$ cat config.mk
export PLATFORM = sky130hd
export DESIGN_NAME = fetch_queue_unit
export DESIGN_NICKNAME = d
export VERILOG_FILES = /design/src/rtl/fetch_queue_unit.sv
export SDC_FILE = /design/constraint.sdc
export NUM_CORES = 1
export LEC_CHECK = 0
export CORE_ASPECT_RATIO = 2
export CORE_UTILIZATION = 55
export CTS_CLUSTER_SIZE = 30
export DETAILED_ROUTE_END_ITERATION = 12
export PLACE_DENSITY = 0.79
export SETUP_SLACK_MARGIN = 0.02
export SKIP_CTS_REPAIR_TIMING = 1
export SYNTH_ARGS = -nofsm -noshare
export SYNTH_HDL_FRONTEND = slang
export SYNTH_SLANG_ARGS = --single-unit
$ cat constraint.sdc
create_clock -name clk -period 3.2 [get_ports clk]
set_clock_uncertainty 0.2 [all_clocks]
set_input_delay 0.32 -clock clk [delete_from_list [all_inputs] [get_ports clk]]
set_output_delay 0.32 -clock clk [all_outputs]
set_load 0.1 [all_outputs]
$ cat src/rtl/fetch_queue_unit.sv
// ---------------------------------------------------------------------------
// fetch_queue_unit
//
// Purpose:
//   Instruction-fetch stage. Holds the PC, addresses a combinational
//   instruction ROM, and pushes {pc, instruction} pairs into a DEPTH-entry
//   show-ahead queue that feeds decode with a valid/ready handshake.
//   A redirect (branch/jump) flushes the queue and reloads the PC.
//   The queue decouples decode stalls from fetch.
//
// Parameters:
//   WIDTH    - address/instruction width in bits
//   DEPTH    - queue entries (power of two, >= 2)
//   RESET_PC - PC value loaded on reset
//
// Ports:
//   clk            in   rising-edge clock
//   rst            in   asynchronous reset, active-low (0 = reset)
//   redirect_valid in   take redirect_pc this cycle
//   redirect_pc    in   redirect target, bits [1:0] forced to zero
//   imem_addr      out  ROM address (always the current PC)
//   imem_rdata     in   ROM data for imem_addr, same cycle
//   out_valid      out  queue head valid
//   out_ready      in   decode accepts the head
//   out_instr      out  head instruction (0 when empty)
//   out_pc         out  head PC (0 when empty)
//   perf_fetched   out  [FETCH_PERF_EN] saturating count of pushes
//   perf_flushed   out  [FETCH_PERF_EN] saturating count of flushed entries
//
// Build option:
//   FETCH_PERF_EN  - when defined, adds the two performance counters.
// ---------------------------------------------------------------------------
module fetch_queue_unit #(
  parameter int               WIDTH    = 32,
  parameter int               DEPTH    = 4,
  parameter logic [WIDTH-1:0] RESET_PC = '0
) (
  input  logic             clk,
  input  logic             rst,
  input  logic             redirect_valid,
  input  logic [WIDTH-1:0] redirect_pc,
  output logic [WIDTH-1:0] imem_addr,
  input  logic [WIDTH-1:0] imem_rdata,
  output logic             out_valid,
  input  logic             out_ready,
  output logic [WIDTH-1:0] out_instr,
  output logic [WIDTH-1:0] out_pc
`ifdef FETCH_PERF_EN
  ,
  output logic [31:0]      perf_fetched,
  output logic [31:0]      perf_flushed
`endif
);

  localparam int PW = $clog2(DEPTH);
  localparam int CW = PW + 1;

  logic [WIDTH-1:0] pc_q, pc_d;
  logic [PW-1:0]    wrPtr_q, wrPtr_d;
  logic [PW-1:0]    rdPtr_q, rdPtr_d;
  logic [CW-1:0]    count_q, count_d;

  logic [WIDTH-1:0] pcMem_q    [DEPTH];
  logic [WIDTH-1:0] instrMem_q [DEPTH];

  logic queueValid;
  logic pop;
  logic push;

  // A full queue can still accept a push when the head leaves in the same
  // cycle, so fetch never inserts a bubble behind a draining decode.
  assign queueValid = (count_q != '0);
  assign pop        = queueValid & out_ready;
  assign push       = ~redirect_valid & ((count_q < CW'(DEPTH)) | pop);

  assign imem_addr  = pc_q;
  assign out_valid  = queueValid;
  assign out_instr  = queueValid ? instrMem_q[rdPtr_q] : '0;
  assign out_pc     = queueValid ? pcMem_q[rdPtr_q]    : '0;

  // Next-state: redirect dominates and empties the queue; otherwise the
  // pointers and count track push/pop independently.
  always_comb begin
    pc_d    = pc_q;
    wrPtr_d = wrPtr_q;
    rdPtr_d = rdPtr_q;
    count_d = count_q;
    if (redirect_valid) begin
      pc_d    = {redirect_pc[WIDTH-1:2], 2'b00};
      wrPtr_d = '0;
      rdPtr_d = '0;
      count_d = '0;
    end else begin
      if (push) begin
        pc_d    = pc_q + WIDTH'(4);
        wrPtr_d = wrPtr_q + PW'(1);
      end
      if (pop) begin
        rdPtr_d = rdPtr_q + PW'(1);
      end
      count_d = count_q + CW'(push) - CW'(pop);
    end
  end

  // Control state, cleared asynchronously.
  always_ff @(posedge clk or negedge rst) begin
    if (!rst) begin
      pc_q    <= RESET_PC;
      wrPtr_q <= '0;
      rdPtr_q <= '0;
      count_q <= '0;
    end else begin
      pc_q    <= pc_d;
      wrPtr_q <= wrPtr_d;
      rdPtr_q <= rdPtr_d;
      count_q <= count_d;
    end
  end

  // Queue storage needs no reset: every read is gated by the count.
  always_ff @(posedge clk) begin
    if (push) begin
      pcMem_q[wrPtr_q]    <= pc_q;
      instrMem_q[wrPtr_q] <= imem_rdata;
    end
  end

`ifdef FETCH_PERF_EN
  logic [31:0] perfFetched_q, perfFetched_d;
  logic [31:0] perfFlushed_q, perfFlushed_d;
  logic [32:0] flushSum;

  // The entry popped during a redirect reached decode, so it is excluded
  // from the flushed tally. Both counters saturate instead of wrapping.
  always_comb begin
    flushSum      = {1'b0, perfFlushed_q} + 33'(count_q - CW'(pop));
    perfFetched_d = perfFetched_q;
    perfFlushed_d = perfFlushed_q;
    if (push && (perfFetched_q != '1)) begin
      perfFetched_d = perfFetched_q + 32'd1;
    end
    if (redirect_valid) begin
      perfFlushed_d = flushSum[32] ? '1 : flushSum[31:0];
    end
  end

  always_ff @(posedge clk or negedge rst) begin
    if (!rst) begin
      perfFetched_q <= '0;
      perfFlushed_q <= '0;
    end else begin
      perfFetched_q <= perfFetched_d;
      perfFlushed_q <= perfFlushed_d;
    end
  end

  assign perf_fetched = perfFetched_q;
  assign perf_flushed = perfFlushed_q;
`else
  // Performance counters are not built in this configuration.
`endif

endmodule

==> metrics.txt, run 1 <==
DRT iter0 DRCs around 380; Final Util 70.5%; Root Driver clkbuf_16; top_reg_cell synth edfxtp_1; mux share of post-synthesis cell area approximately an eighth; RSZ-0062 raised after global routing false; asr flop ratio synth between 10% and 20%; Max Cap Viol 0; routability cong. around 0.87; register area share after synthesis 71.6%; worst vdd ir 0.670 mV; XOR/XNOR Fraction of Synth Area 1.12%; crit path DAT 2.49 ns; clock buffer depth 3; initial antenna violation count 0; DR DRC count 0; largest net degree at the start of global routing 65; Pre-antenna DRT Iters 4; Reg clk slew, reported paths 0.07 ns; # IOs ~170; total grt overflow 0; Slew @ Worst Pin 0.865 ns; Cells after Synth 664; Die Ht between 200 and 250 um; critical setup path kind flop to primary output; post-synthesis simple-gate area fraction under 10%; post-route design area around 15,000 um^2; area grow syn2layout 26.1%; Hold Startpoint redirect_pc[6]; first-pass GRT wire length a little under 40,000 um; number of synthesized flops with an enable pin between 200 and 250; largest family of logic cells by synthesized area multiplexers; Setup-failing EPs final 0; Die Area around 22,000 um^2; vias in the first global route just under 7,000; vias 6,595; Initial Util 55.9%; R2R depth 9; status complete, no violations; CTS Sinks between 200 and 300; Final Hold Vio Count 0; GRT Total Usage between 20% and 30%; CP endpoint kind primary output; vias per cell a little under 6; Avg WL per Cell ~22 um; Min Clock Period, post-route between 3 and 4 ns; DP Wirelength about 16,000 um; Synth Area per Inst approximately 18 um^2; Synth Cell Area approximately 12,000 um^2; H-Tree Depth 1; Antenna Violating Nets Remaining 0; post-synthesis adder-cell area fraction 0.920%; Site Rows 75; startpoint class of the critical path flop; Clock Latency Late Sink approximately 0.51 ns; Slew Limit Fails 0; core area 20,900 um^2; TritonCTS Buffers 23; share of cells above drive strength 1 between 20% and 30%; Synth Area in Compound Gates between 2 and 3%; yosys warns 0; hold endpoint imem_addr[6]; Max Clk Rate ~330 MHz; ant diodes 0; Distinct cells, synth between 40 and 50; Slew HR 42.4%; CTS tree done; placed instance area 14,000 um^2; crit path from rdPtr_q[0]; PwrDens 1000 nW/um^2; worst r2r src count_q[2]; P_leak 5.03 nW; die outline width around 110 um; R2R Path End count_q[2]; crit share post-route a little over nine tenths; Min-Delay Path Depth 3; Hold Path Class input port to flop; Synth Register Bits about 290; Post-Route Setup TNS 0 ns; nets 906; Crit path required time 2.68 ns; total routed wirelength between 20,000 and 25,000 um; I/O Buffers between 150 and 200; Max FO, Critical Path 15; reg2reg setup slack ~0.63 ns
## final cells by class
type                    instances  area, um^2
repair buffers                179        2100
clock inverters                15         188
well taps                     269         337
flip-flops and latches        285        8380
inverters                      14        52.6
fillers                      1287        6180
multi-input cells             327        3100
clock buffers                  26         587
## placed cells by master, fill, tap and decap left out, types with 3 or more instances in the layout
| cell type | Yosys | layout |
|---|---|---|
| nand4_1 | 10 | 10 |
| or4_1 | 7 | 7 |
| nand3_1 | 14 | 14 |
| mux4_2 | 62 | 62 |
| and3_2 | 0 | 4 |
| o311ai_0 | 5 | 5 |
| clkbuf_16 | 0 | 23 |
| a311oi_1 | 3 | 3 |
| nor4_1 | 9 | 9 |
| clkdlybuf4s50_1 | 0 | 64 |
| ha_1 | 7 | 7 |
| conb_1 | 1 | 4 |
| a31oi_1 | 11 | 11 |
| bufinv_16 | 0 | 4 |
| o31ai_1 | 6 | 6 |
| nor3_1 | 5 | 5 |
| nor2_1 | 24 | 24 |
| clkinv_1 | 0 | 4 |
| nand2_1 | 26 | 26 |
| o41ai_1 | 3 | 3 |
| inv_1 | 14 | 14 |
| xnor2_1 | 11 | 11 |
| a311o_1 | 3 | 3 |
| clkinvlp_4 | 0 | 3 |
| clkbuf_1 | 23 | 3 |
| edfxtp_1 | 248 | 248 |
| buf_4 | 4 | 65 |
| o21ai_0 | 13 | 13 |
| dfrtp_1 | 37 | 35 |
| or3_1 | 4 | 3 |
| buf_12 | 0 | 48 |
| and2_1 | 66 | 66 |
| xor2_1 | 4 | 4 |
| or2_2 | 4 | 4 |
## power breakdown
part | total, mW | internal [mW] | switching [mW]
clock | 2.89 | 1.65 | 1.24
combinational | 7.10 | 2.31 | 4.79
sequential | 4.81 | 4.54 | 0.269
## state kept, by name, indices dropped and copies added, names as in the netlist
register,cells
count_q,3
imem_addr,30
instrMem_q,128
pcMem_q,120
rdPtr_q,2
wrPtr_q,2
## worst max path at each step
| stage | to | slack (ns) | depth (start not counted) |
|---|---|---|---|
| after floorplan | instrMem_q[0][0] | 0.30 | 3 |
| after global placement | count_q[2] | 0.55 | 11 |
| after detailed placement | count_q[2] | 0.47 | 11 |
| after CTS | out_pc[15] | 0.12 | 4 |
| after global routing | out_pc[15] | 0.08 | 4 |
| final | out_pc[25] | 0.19 | 4 |
## per-stage QoR
step,std cells,power (mW),setup slack (ns),hold slack (ns)
floorplan,667,9.73,0.301,-0.176
global placement,1073,11.9,0.554,0.274
detailed placement,1073,12.0,0.475,0.282
CTS,1114,14.9,0.124,-0.268
global route,1115,15.3,0.0766,0.186
finish,1115,14.8,0.189,0.168
## cell families (layout without fill, tap and decap cells)
family          count (synthesis)  count (layout)
fa+ha+maj                       8               8
simple gates                  189             189
flops                         285             285
buf+inv                        55             234
xor+xnor                       15              15
compound gates                 48              48
mux                            63              63
other cells                     1               4
## worst max-delay path, cell delays in order, from the launching register on
cell	delay [ns]
dfrtp_4	0.61
buf_4	0.38
mux4_2	0.58
and2_1	0.18
buf_4	0.23
## metal layers
layer	up-vias	part of all wire [%]	track usage [%]
li1	2928	-	-
met1	3386	37	28.2
met2	240	57	43.7
met3	41	3.9	1.97
met4	0	2.5	7.24
met5	-	0	0
## synthesized netlist by cell type (all sizes together), types with 9 or more instances
library cell | instances | area, um^2
edfxtp | 248 | 7450
and2 | 66 | 413
mux4 | 62 | 1400
dfrtp | 37 | 926
nand2 | 26 | 97.6
nor2 | 24 | 90.1
clkbuf | 23 | 86.3
buf | 18 | 103
nand3 | 16 | 90.1
inv | 14 | 52.6
o21ai | 13 | 65.1
a31oi | 11 | 68.8
nand4 | 11 | 83.8
xnor2 | 11 | 96.3
nor4 | 9 | 56.3
(Power assumes the default switching activity.)
==> inputs of run 2 (changes only) <==
--- a/config.mk
+++ b/config.mk
@@ -6,6 +6,7 @@
 export NUM_CORES = 1
 export LEC_CHECK = 0
 export CORE_ASPECT_RATIO = 2
+export CORE_MARGIN = 2
 export CORE_UTILIZATION = 55
 export CTS_CLUSTER_SIZE = 30
 export DETAILED_ROUTE_END_ITERATION = 12
==> run 2 against run 1 <==
Compared with the run above:
- sequential power barely moved
- setup slack improved by 0.0099 ns
- die area rose by 2.9%
- combinational power fell by 3%
- sequential share of layout area rose by 0.66 points
- critical path type unchanged
- highest routed layer unchanged
- via count rose by 0.76%
- maximum frequency rose by 0.33%
==> metrics.txt, run 2 (same netlist as run 1, synthesis figures left out) <==
area grow syn2layout 24.6%; ant diodes 0; I/O Buffers 158; largest net degree at the start of global routing 65; RSZ-0062 raised after global routing false; TritonCTS Buffers 23; CTS Sinks between 200 and 300; CTS tree done; total routed wirelength around 24,000 um; Post-Route Setup TNS 0 ns; Crit path required time 2.68 ns; Max Clk Rate 333 MHz; core area roughly 21,000 um^2; Hold Path Class input port to flop; vias in the first global route a little under 7,000; Die Area between 20,000 and 25,000 um^2; Slew Limit Fails 0; vias 6,645; vias per cell 5.97; Max FO, Critical Path 41; Die Ht about 210 um; Slew @ Worst Pin just under 0.9 ns; H-Tree Depth 1; max reg flops between 100 and 150; share of cells above drive strength 1 26.5%; hold_ws 0.174 ns; Min-Delay Path Depth 3; Root Driver clkbuf_16; Pre-antenna DRT Iters 5; GRT Total Usage between 20% and 30%; Initial Util 55.9%; Avg WL per Cell roughly 22 um; DP Wirelength around 16,000 um; most frequent cells in the layout edfxtp_1 (248), buf_4 (72), and2_1 (66); die outline width ~110 um; Final Util between 60% and 70%; Site Rows 75; Antenna Violating Nets Remaining 0; DRT iter0 DRCs roughly 340; startpoint class of the critical path flop; Reg with most FFs instrMem_q; worst vdd ir about 0.84 mV; Hold Startpoint redirect_pc[12]; critical setup path kind flop to primary output; first-pass GRT wire length 38,400 um; P_leak ~5 nW; Clock Latency Late Sink ~0.5 ns; status complete, no violations; R2R depth 9; PwrDens slightly below 1000 nW/um^2; worst r2r src count_q[2]; routability cong. between 0.9 and 1; DR DRC count 0; Setup-failing EPs final 0; initial antenna violation count 0; CP endpoint kind primary output; crit share post-route 93.8%; clock buffer depth 3; total grt overflow 0; Final Hold Vio Count 0; nets 905; # IOs ~170; Max Cap Viol 0; crit path DAT 2.48 ns; Reg clk slew, reported paths around 0.07 ns; Slew HR between 40 and 50%; crit path from rdPtr_q[0]; Min Clock Period, post-route around 3.0 ns; commonest non-fill, non-tap cell in the layout edfxtp_1
==> run 2: cell count changes in the layout (fill, tap and decap cells not counted) <==
cell,change
buf_12,-8
buf_4,+7
clkbuf_1,+4
clkinvlp_4,-3
bufinv_16,-2
and3_2,-1
and3_4,+1
clkbuf_8,+1
inv_8,-1
==> run 2: layer usage <==
layer	part of all wire, %	global-route usage (%)	vias up	routed length, um
met5	0	0	-	0
met2	56	40.4	301	13700
met1	36	27.4	3364	8670
met3	5.2	2.26	50	1270
li1	-	-	2930	-
met4	2.9	8.02	0	696
==> run 2: report_power, final <==
part	internal, mW	switching (mW)
Sequential	4.54	0.258
Clock	1.51	1.19
Combinational	2.16	4.76
Total	8.21	6.20
==> run 2: final cells by class <==
class                   count  area [um^2]
flip-flops and latches    285         8380
fillers                  1310         6350
multi-input cells         327         3100
repair buffers            178         2000
clock buffers              31          616
well taps                 269          337
clock inverters             9         93.8
inverters                  14         52.6
==> run 2: path summary, 6_finish.rpt <==
| kind | endpoint | slack (ns) |
|---|---|---|
| max | out_pc[3] | 0.20 |
| min | imem_addr[12] | 0.17 |
| max reg2reg | count_q[2] | 0.63 |
| min reg2reg | wrPtr_q[1] | 0.38 |
| max in group asynchronous | rdPtr_q[0] | 1.88 |
| min in group asynchronous | imem_addr[8] | 0.27 |
==> run 2: critical path, stage by stage, from the launching register on <==
cell and delay (ns):
dfrtp_4 0.62, buf_12 0.35, mux4_2 0.55, and2_1 0.22, buf_12 0.18
==> run 2: stage by stage <==
step	total power, mW	worst slack [ns]	std cells	area, um^2
after floorplan	9.73	0.301	667	11700
after global placement	11.7	0.554	1072	13900
after detailed placement	11.9	0.490	1072	13900
after CTS	14.5	0.157	1112	14600
after global routing	14.9	0.0851	1113	14600
final	14.4	0.198	1113	14600
==> inputs of run 3 (changes only) <==
--- a/config.mk
+++ b/config.mk
@@ -5,6 +5,7 @@
 export SDC_FILE = /design/constraint.sdc
 export NUM_CORES = 1
 export LEC_CHECK = 0
+export CAP_MARGIN = 0
 export CORE_ASPECT_RATIO = 2
 export CORE_MARGIN = 2
 export CORE_UTILIZATION = 55
==> results of run 3 <==
Same layout as run 2: the final DEF is identical, and so are final timing and power.
